===== src/rtl/sig_det_mc_pkg.sv =====
// Shared types for the multi-channel run-length detector.
// Counter/length fields are width-parameterised, so they live beside these structs in the lane.
package sig_det_pkg;
  localparam int MODE_PWM = 0;
  localparam int MODE_OWT = 1;

  typedef struct packed {
    logic last_data;
    logic have_last;
    logic long_flagged;
  } lane_flags_t;

  typedef struct packed {
    logic vld;
    logic data;
    logic err_short;
    logic err_long;
  } lane_evt_t;
endpackage


===== src/rtl/sig_det_mc_if.sv =====
// Sample/threshold inputs and symbol/error outputs of sig_det_mc.
interface sig_det_mc_if #(
  parameter int CH_NUM = 4,
  parameter int CNT_W  = 10
);
  logic [CH_NUM-1:0]       i_vld;
  logic [CH_NUM-1:0]       i_data;
  logic [CH_NUM-1:0]       i_clr;
  logic [CNT_W-1:0]        i_dn_th;
  logic [CNT_W-1:0]        i_up_th;
  logic [CH_NUM-1:0]       o_vld;
  logic [CH_NUM-1:0]       o_data;
  logic [CH_NUM*CNT_W-1:0] o_len;
  logic [CH_NUM-1:0]       o_err_short;
  logic [CH_NUM-1:0]       o_err_long;
  logic                    o_cfg_err;

  modport slave (
    input  i_vld, i_data, i_clr, i_dn_th, i_up_th,
    output o_vld, o_data, o_len, o_err_short, o_err_long, o_cfg_err
  );
  modport master (
    output i_vld, i_data, i_clr, i_dn_th, i_up_th,
    input  o_vld, o_data, o_len, o_err_short, o_err_long, o_cfg_err
  );
endinterface


===== src/rtl/sig_det_mc_ch.sv =====
// One detector lane: run-length tracking plus PWM window / OWT fixed-length symbol decisions.
module sig_det_ch
  import sig_det_pkg::*;
#(
  parameter int CNT_W = 10,
  parameter int MODE  = 1
) (
  input  logic             clk,
  input  logic             rst,
  input  logic             sup,
  input  logic             vld,
  input  logic             data,
  input  logic             clr,
  input  logic [CNT_W-1:0] dn_th,
  input  logic [CNT_W-1:0] up_th,
  output lane_evt_t        evt,
  output logic [CNT_W-1:0] len
);
  localparam logic [CNT_W-1:0] CNT_MAX = '1;
  localparam logic [CNT_W-1:0] CNT_ONE = CNT_W'(1);

  logic [CNT_W-1:0] cnt;
  lane_flags_t      fl;
  logic [CNT_W:0]   inc;
  logic [CNT_W-1:0] cnt_sat;

  assign inc     = {1'b0, cnt} + (CNT_W+1)'(1);
  assign cnt_sat = (cnt == CNT_MAX) ? CNT_MAX : inc[CNT_W-1:0];

  always_ff @(posedge clk) begin
    if (rst) begin
      cnt <= '0;
      fl  <= '0;
      evt <= '0;
      len <= '0;
    end else begin
      evt <= '0;
      len <= '0;
      if (clr && !vld) begin
        cnt <= '0;
        fl  <= '0;
      end else if (vld) begin
        if (!fl.have_last || clr) begin
          cnt             <= CNT_ONE;
          fl.last_data    <= data;
          fl.have_last    <= 1'b1;
          fl.long_flagged <= 1'b0;
        end else if (data == fl.last_data) begin
          if (MODE == MODE_OWT) begin
            if (inc == {1'b0, dn_th}) begin
              cnt <= '0;
              if (!sup) begin
                evt.vld  <= 1'b1;
                evt.data <= fl.last_data;
                len      <= dn_th;
              end
            end else begin
              cnt <= cnt_sat;
            end
          end else begin
            cnt <= cnt_sat;
            // cnt >= up_th (not ==) so a saturated or threshold-lowered run still flags once
            if (!fl.long_flagged && cnt >= up_th) begin
              fl.long_flagged <= 1'b1;
              if (!sup) begin
                evt.err_long <= 1'b1;
                len          <= cnt_sat;
              end
            end
          end
        end else begin
          cnt             <= CNT_ONE;
          fl.last_data    <= data;
          fl.long_flagged <= 1'b0;
          if (MODE == MODE_PWM && !fl.long_flagged && !sup) begin
            if (cnt >= dn_th && cnt <= up_th) begin
              evt.vld  <= 1'b1;
              evt.data <= fl.last_data;
              len      <= cnt;
            end else if (cnt < dn_th) begin
              evt.err_short <= 1'b1;
              len           <= cnt;
            end
          end
        end
      end
    end
  end
endmodule


===== src/rtl/sig_det_mc.sv =====
// Multi-channel run-length detector top: lane array, config guard and output packing.
module sig_det_mc
  import sig_det_pkg::*;
#(
  parameter int CH_NUM = 4,
  parameter int CNT_W  = 10,
  parameter int MODE   = 1
) (
  input  logic         i_clk,
  input  logic         i_rst,
  sig_det_mc_if.slave  bus
);
  logic                              cfg_err;
  lane_evt_t                         evt [CH_NUM];
  logic [CH_NUM-1:0][CNT_W-1:0]      len;

  // Combinational guard gates pulses for the sample being accepted now
  assign cfg_err = (bus.i_dn_th == '0) ||
                   (MODE == MODE_PWM && bus.i_dn_th > bus.i_up_th);

  always_ff @(posedge i_clk) begin
    if (i_rst) bus.o_cfg_err <= 1'b0;
    else       bus.o_cfg_err <= cfg_err;
  end

  for (genvar c = 0; c < CH_NUM; c++) begin : g_ch
    sig_det_ch #(.CNT_W(CNT_W), .MODE(MODE)) u_ch (
      .clk  (i_clk),
      .rst  (i_rst),
      .sup  (cfg_err),
      .vld  (bus.i_vld[c]),
      .data (bus.i_data[c]),
      .clr  (bus.i_clr[c]),
      .dn_th(bus.i_dn_th),
      .up_th(bus.i_up_th),
      .evt  (evt[c]),
      .len  (len[c])
    );
  end

  always_comb begin
    bus.o_vld       = '0;
    bus.o_data      = '0;
    bus.o_err_short = '0;
    bus.o_err_long  = '0;
    for (int c = 0; c < CH_NUM; c++) begin
      bus.o_vld[c]       = evt[c].vld;
      bus.o_data[c]      = evt[c].data;
      bus.o_err_short[c] = evt[c].err_short;
      bus.o_err_long[c]  = evt[c].err_long;
    end
  end

  assign bus.o_len = len;
endmodule


===== src/flat_wrapper.sv =====
// flat-port wrapper written by rule: the top's interface ports become plain ports
module sig_det_mc_flat import sig_det_pkg::*;
#(
  parameter int CH_NUM = 4,
  parameter int CNT_W  = 10,
  parameter int MODE   = 1
)
  (i_clk, i_rst, bus_i_vld, bus_i_data, bus_i_clr, bus_i_dn_th, bus_i_up_th, bus_o_vld, bus_o_data, bus_o_len, bus_o_err_short, bus_o_err_long, bus_o_cfg_err);
  sig_det_mc_if #(.CH_NUM(CH_NUM), .CNT_W(CNT_W)) bus_i ();
  input  logic i_clk;
  input  logic i_rst;
  input wire logic [$bits(bus_i.i_vld)-1:0] bus_i_vld;
  input wire logic [$bits(bus_i.i_data)-1:0] bus_i_data;
  input wire logic [$bits(bus_i.i_clr)-1:0] bus_i_clr;
  input wire logic [$bits(bus_i.i_dn_th)-1:0] bus_i_dn_th;
  input wire logic [$bits(bus_i.i_up_th)-1:0] bus_i_up_th;
  output wire logic [$bits(bus_i.o_vld)-1:0] bus_o_vld;
  output wire logic [$bits(bus_i.o_data)-1:0] bus_o_data;
  output wire logic [$bits(bus_i.o_len)-1:0] bus_o_len;
  output wire logic [$bits(bus_i.o_err_short)-1:0] bus_o_err_short;
  output wire logic [$bits(bus_i.o_err_long)-1:0] bus_o_err_long;
  output wire logic [$bits(bus_i.o_cfg_err)-1:0] bus_o_cfg_err;
  assign bus_i.i_vld = bus_i_vld;
  assign bus_i.i_data = bus_i_data;
  assign bus_i.i_clr = bus_i_clr;
  assign bus_i.i_dn_th = bus_i_dn_th;
  assign bus_i.i_up_th = bus_i_up_th;
  assign bus_o_vld = bus_i.o_vld;
  assign bus_o_data = bus_i.o_data;
  assign bus_o_len = bus_i.o_len;
  assign bus_o_err_short = bus_i.o_err_short;
  assign bus_o_err_long = bus_i.o_err_long;
  assign bus_o_cfg_err = bus_i.o_cfg_err;
  sig_det_mc #(.CH_NUM(CH_NUM), .CNT_W(CNT_W), .MODE(MODE)) u_core (.i_clk(i_clk), .i_rst(i_rst), .bus(bus_i));
endmodule

===== config.mk =====
export PLATFORM = sky130hd
export DESIGN_NAME = sig_det_mc_flat
export DESIGN_NICKNAME = d
export VERILOG_FILES = /design/src/rtl/sig_det_mc_pkg.sv /design/src/rtl/sig_det_mc_if.sv /design/src/rtl/sig_det_mc_ch.sv /design/src/rtl/sig_det_mc.sv /design/src/flat_wrapper.sv
export SDC_FILE = /design/constraint.sdc
export NUM_CORES = 1
export LEC_CHECK = 0
export BUFFER_PORTS_ARGS = -buffer_cell sky130_fd_sc_hd__buf_2
export CAP_MARGIN = 20
export CORE_UTILIZATION = 55
export DETAILED_ROUTE_END_ITERATION = 8
export GPL_TIMING_DRIVEN = 0
export PLACE_DENSITY = 0.87
export SYNTH_ARGS = -nofsm -noshare
export SYNTH_HDL_FRONTEND = slang
export SYNTH_SLANG_ARGS = --single-unit

===== constraint.sdc =====
create_clock -name i_clk -period 3.01 [get_ports i_clk]
set_input_delay 0.301 -clock i_clk [delete_from_list [all_inputs] [get_ports i_clk]]
set_output_delay 0.301 -clock i_clk [all_outputs]
set_load 0.01 [all_outputs]

## Word-level counts from Yosys, hierarchy flattened

Index checks and enable logic that the tools add are counted.

- Flip-flop bits (word level): 105
- Input port bits: 34
- Output and inout port bits: 57
- Word-level logic and storage cells: 131

- Add/subtract/negate cells: 4
- Equality and inequality tests: 16
- Muxes and demuxes: 29
- Bitwise gates (word level): 12
- Reductions and logical operators: 37

Operators with widths:

| operator | count |
|---|---|
| 10-bit two-way mux | 17 |
| 10-bit by 1-bit adder with 11-bit output (second input constant) | 4 |
| 11-bit by 10-bit equality test with 1-bit output | 4 |
| 10-bit equality test (second input constant) | 4 |
| 7-bit OR reduction | 4 |
| 6-bit OR reduction | 4 |
| 2-bit AND reduction | 8 |
| 1-bit NOT | 12 |
| 10-bit logical NOT | 1 |
| 1-bit logical NOT | 8 |
| 1-bit two-way mux | 8 |
| 2-bit two-way mux | 4 |
| 2-bit inequality test (second input constant) | 4 |
| 2-bit OR reduction | 4 |
| 1-bit equality test | 4 |
| 1-bit logical AND | 4 |
| 1-bit logical OR | 4 |

## Depth between registers and ports, before layout

- Depth in word-level cells: 5
- Depth in mapped cells: 10
- Mapped depth without buffers: 8

## Modules after synthesis

From an unflattened synthesis, not the netlist that was laid out.

- Cells, all modules: 614
- Area total of the unflattened synthesis: 5,317.6 µm²

By module, submodules not included:

| module | times used | cells an instance | area each (µm²) | sequential area each (µm²) |
|---|---|---|---|---|
| sig_det_ch | 4 | 152 | 1,313.8 | 480.5 |
| sig_det_mc | 1 | 6 | 62.6 | 20.0 |

## Worst setup path after synthesis

No wires, ideal clock.

- Path type: reg2reg
- From: register u_core.g_ch[1].u_ch.cnt[0]
- To: register u_core.g_ch[1].u_ch.cnt[1]
- Library setup time: 0.117 ns
- Arrival: 2.455 ns
- Required time: 2.893 ns
- Slack: 0.437 ns
- Stages on the path, launching flop included: 10
- Buffers on the path: 2
- Clock period less this slack: 2.573 ns
- Path through: dfxtp_1 > ha_1 > nand3_1 > nor4_1 > xnor2_1 > o21ai_0 > or4_1 > clkbuf_1 > buf_2 > a32o_1

- Longest elaborated chain between the ends: 5
- Elaborated cells on any way between the ends: 7
- Those cells by class: 1 x add/sub; 2 x eq/ne; 4 x mux

RTL lines:

| what | RTL line | source |
|---|---|---|
| start: declaration | sig_det_mc_ch.sv:22 | `logic [CNT_W-1:0] cnt;` |
| start signal: assignment | sig_det_mc_ch.sv:58 | `cnt <= cnt_sat;` |
| start signal: assignment | sig_det_mc_ch.sv:61 | `cnt <= cnt_sat;` |
| 10-bit by 1-bit adder with 11-bit output / 10-bit equality test (equally long branches) | sig_det_mc_ch.sv:27, sig_det_mc_ch.sv:28 |  |
| 11-bit by 10-bit equality test with 1-bit output / 10-bit two-way mux (equally long branches) | sig_det_mc_ch.sv:50, sig_det_mc_ch.sv:28 |  |
| 10-bit two-way mux (*) | sig_det_mc_ch.sv:50 | `if (inc == {1'b0, dn_th}) begin` |
| 10-bit two-way mux (*) | sig_det_mc_ch.sv:48 | `end else if (data == fl.last_data) begin` |
| 10-bit two-way mux (*) | sig_det_mc_ch.sv:43 | `if (!fl.have_last \|\| clr) begin` |

Mark *: on every way between the ends. The rest lies on a longest branch, timed or not.
A chain may end at the register's enable or synchronous reset.

## Worst setup path after layout

Ends and elaborated chain as after synthesis.

==> flow_metrics.env <==
export IMPL_outcome="finished with violations"
export IMPL_violations="DRC"
export IMPL_multi_input_area_mm2=0.002880
export IMPL_htree_levels=3
export IMPL_largest_net_degree_at_the_start_of_global_routing=17
export IMPL_place_area_mm2=0.005569
export IMPL_report_final_hold_viol_count=0
export IMPL_maxCapViolations=0
export IMPL_slowest_delay_ns=0.52
export IMPL_final_common_cell="sky130_fd_sc_hd__dfxtp_1"
export IMPL_holdPathEnd="u_core.g_ch[1].u_ch.fl[2]"
export IMPL_critPathArrivalTime_ns=3.14
export IMPL_clock_latency_ns=0.37
export IMPL_clk_pin_slew_worst_paths_ns=0.10
export IMPL_total_power_uw=2451
export IMPL_post_drt_via_cell_ratio=5.931
export IMPL_worstPathCellList="ha_1, nand3_2, nor4_1, a211o_1, o21ai_0, or4_1, clkbuf_1, buf_2, a32o_1"
export IMPL_route_vias_total=4952
export IMPL_post_synth_edffs=0
export IMPL_worst_hold_path_type="input pin to register"
export IMPL_tritoncts="yes"
export IMPL_clock_tree_sinks=97
export IMPL_layout_cells_most_common_list="sky130_fd_sc_hd__dfxtp_1 (95), sky130_fd_sc_hd__buf_2 (71), sky130_fd_sc_hd__nor2_1 (67), sky130_fd_sc_hd__nand2_1 (41), sky130_fd_sc_hd__o21ai_0 (38)"
export IMPL_final_cell_count_no_fill=835
export IMPL_detail_route_first_pass_iterations=9
export IMPL_timing_critical_path_slowest_stage_cell="sky130_fd_sc_hd__or4_1"
export IMPL_cts_root_buffer="sky130_fd_sc_hd__clkbuf_8"
export IMPL_post_place_cells=819
export IMPL_grt_first_pass_wirelength_um=21280
export IMPL_routed_wire_length_per_instance_um=15.87
export IMPL_holdWs_ns=0.1754
export IMPL_min_delay_path_depth=3
export IMPL_critPathKind="register to register"
export IMPL_worstRegToRegCells=9
export IMPL_finalWirelength_um=13250
export IMPL_final_layout_size_suffix_gt1_frac=0.1568
export IMPL_final_setup_violation_count=0
export IMPL_grt_remaining_overflow=0
export IMPL_worst_clock_skew_ns=0.01443
export IMPL_first_global_vias=4604
export IMPL_synth_yosys_seq_area_share=0.3817
export IMPL_synth_distinct_cells=57
export IMPL_asyncSetResetFlopFracSynth=0
export IMPL_design_portCount=91
export IMPL_slew_violations=0
export IMPL_maxSlewHeadroom=0.2939
export IMPL_chipWidth_um=98.18
export IMPL_antenna_found_initial=0
export IMPL_final_seq_area_mm2=0.001944
export IMPL_worst_slew_pin_slew_ns=1.051
export IMPL_die_height_um=98.18
export IMPL_irDropWorstVdd_v=0.0003033
export IMPL_critPathMaxFanout=10
export IMPL_layout_filler_cell_count=719
export IMPL_ff2ff_setup_slack_ns=0.15
export IMPL_initial_utilization=0.5749
export IMPL_worstSetupStartpointType="register"
export IMPL_post_dp_hpwl_um=9407
export IMPL_r2r_end="u_core.g_ch[1].u_ch.cnt[1]"
export IMPL_ys_seq_elements=97
export IMPL_finish_net_count=760
export IMPL_rsz0062_at_grt="false"
export IMPL_drt_first_iter_violations=390
export IMPL_pwr_density_mw_per_mm2=421.0
export IMPL_cp_buffers_inverters=2
export IMPL_cpLargestDelayFamily="simple AND/OR/NAND/NOR gates"
export IMPL_postLayoutCellArea_mm2=0.005822
export IMPL_average_cell_area_after_synthesis_um2=7.949
export IMPL_setup_total_negative_slack_ns=0
export IMPL_ff_to_ff_start="u_core.g_ch[1].u_ch.cnt[0]"
export IMPL_groute_usage_overall=0.2763
export IMPL_ctsLongestPathBuffers=2
export IMPL_cts_buffers_inserted=9
export IMPL_final_period_minus_worst_setup_slack_ns=2.864
export IMPL_worstPathRequired_ns=3.28
export IMPL_drt_drc_violations_left=9
export IMPL_synth_top_flop_cell="sky130_fd_sc_hd__dfxtp_1"
export IMPL_num_rows=34
export IMPL_end_kind="register"
export IMPL_place_gp_congestion=0.9092
export IMPL_route_antenna_remaining_nets=0
export IMPL_hold_start="bus_i_data[1]"
export IMPL_total_inserted_antenna_cells=0
export IMPL_period_share=0.9516
export IMPL_core_area_mm2=0.008848
export IMPL_netlist_instances=640
export IMPL_area_delta_synth_final_pct=14.44
export IMPL_power_leakage_uw=0.002471
export IMPL_max_clock_freq_mhz=349.1
export IMPL_die_footprint_mm2=0.009638
export IMPL_synth_area_mm2=0.005087
export IMPL_port_buffer_count=64
export IMPL_synthesis_yosys_warnings=0
[flip-flops by register name, indices dropped and copies added, names as in the netlist]
name                  cells
u_core.g_ch.u_ch.cnt     40
u_core.g_ch.u_ch.len     40
u_core.g_ch.u_ch.evt      8
u_core.g_ch.u_ch.fl       8
u_core.bus.o_cfg_err      1
[per-layer routing]
| metal | up-vias | GRT usage | wire, um |
|---|---|---|---|
| met4 | 0 | 0.1206 | 292 |
| met2 | 235 | 0.4718 | 6375 |
| met3 | 24 | 0.05297 | 1177 |
| met5 | - | 0 | 0 |
| met1 | 2301 | 0.3393 | 5410 |
| li1 | 2392 | - | - |
[final cells by class]
type,count,area share
plain buffers,46,0.03675
clock buffers,9,0.02128
clock inverters,7,0.01590
inverters,27,0.01741
multi-input cells,475,0.4947
flip-flops and latches,97,0.3340
well taps,108,0.02321
repair buffers,66,0.05674
[power breakdown]
part	internal (uW)	leakage, uW	switching, uW
registers	1290	0.000784	10.2
logic	80.0	0.00157	126
clock network	470	0.000114	472
total	1840	0.00247	608
[what timing repair did]
action / CTS / global route
hold buffers: 0 / 0
hold endpoints to repair: 0 / 0
gates resized for setup: 1 / 10
setup endpoints to repair: 16 / 69
gates cloned: 0 / 0
setup buffers: 0 / 0
[Yosys cell counts (7+ instances only)]
master / number / area, um2
sky130_fd_sc_hd__dfxtp_1: 97 / 1942
sky130_fd_sc_hd__nor2_1: 67 / 251.5
sky130_fd_sc_hd__nand2_1: 41 / 153.9
sky130_fd_sc_hd__nand3_1: 38 / 190.2
sky130_fd_sc_hd__o21ai_0: 38 / 190.2
sky130_fd_sc_hd__xnor2_1: 34 / 297.8
sky130_fd_sc_hd__clkbuf_1: 33 / 123.9
sky130_fd_sc_hd__a21oi_1: 27 / 135.1
sky130_fd_sc_hd__inv_1: 27 / 101.4
sky130_fd_sc_hd__a21o_1: 21 / 157.7
sky130_fd_sc_hd__nor3_1: 21 / 105.1
sky130_fd_sc_hd__nand2b_1: 20 / 125.1
sky130_fd_sc_hd__xor2_1: 18 / 157.7
sky130_fd_sc_hd__a31oi_1: 15 / 93.84
sky130_fd_sc_hd__and2_1: 13 / 81.33
sky130_fd_sc_hd__and3_1: 11 / 68.82
sky130_fd_sc_hd__nand4_1: 10 / 62.56
sky130_fd_sc_hd__buf_4: 9 / 67.56
sky130_fd_sc_hd__nor2b_1: 7 / 43.79
sky130_fd_sc_hd__nor4_1: 7 / 43.79
[stage by stage]
step                utilization  setup slack (ns)
floorplan                     -            0.4374
global placement         0.6294           0.07039
detailed placement       0.6294          -0.04782
CTS                      0.6541           0.06245
global route             0.6579         0.0008373
finish                   0.6579            0.1456
[tightest hold or removal path, stage by stage]
cell	delay [ns]
sky130_fd_sc_hd__buf_2	0.09
sky130_fd_sc_hd__a21oi_1	0.06
sky130_fd_sc_hd__nor2_1	0.07
[cells by family after synthesis]
kind of cell	synth area share
AOI/OAI and AO/OA	0.1891
xor gates and xnor gates	0.08952
adders and majority gates	0.009838
buffers and inverters	0.06321
DFF	0.3817
muxes	0.006394
other	0.0007371
and+or+nand+nor	0.2595
[how the worst max path moves through the flow]
stage                               start                         end  slack, ns  cells after the start
2_1_floorplan  u_core.g_ch[1].u_ch.cnt[0]  u_core.g_ch[1].u_ch.cnt[1]       0.44                      9
6_report       u_core.g_ch[1].u_ch.cnt[0]  u_core.g_ch[1].u_ch.cnt[1]       0.15                      9
3_3_place_gp   u_core.g_ch[1].u_ch.cnt[0]  u_core.g_ch[1].u_ch.cnt[1]       0.07                      9
3_5_place_dp   u_core.g_ch[1].u_ch.cnt[0]  u_core.g_ch[1].u_ch.cnt[1]      -0.05                      9
5_1_grt        u_core.g_ch[0].u_ch.cnt[2]  u_core.g_ch[0].u_ch.len[3]     0.0008                      9
4_1_cts        u_core.g_ch[3].u_ch.cnt[0]  u_core.g_ch[3].u_ch.cnt[2]       0.06                      8
No activity file was read; power rests on OpenSTA's default activity.
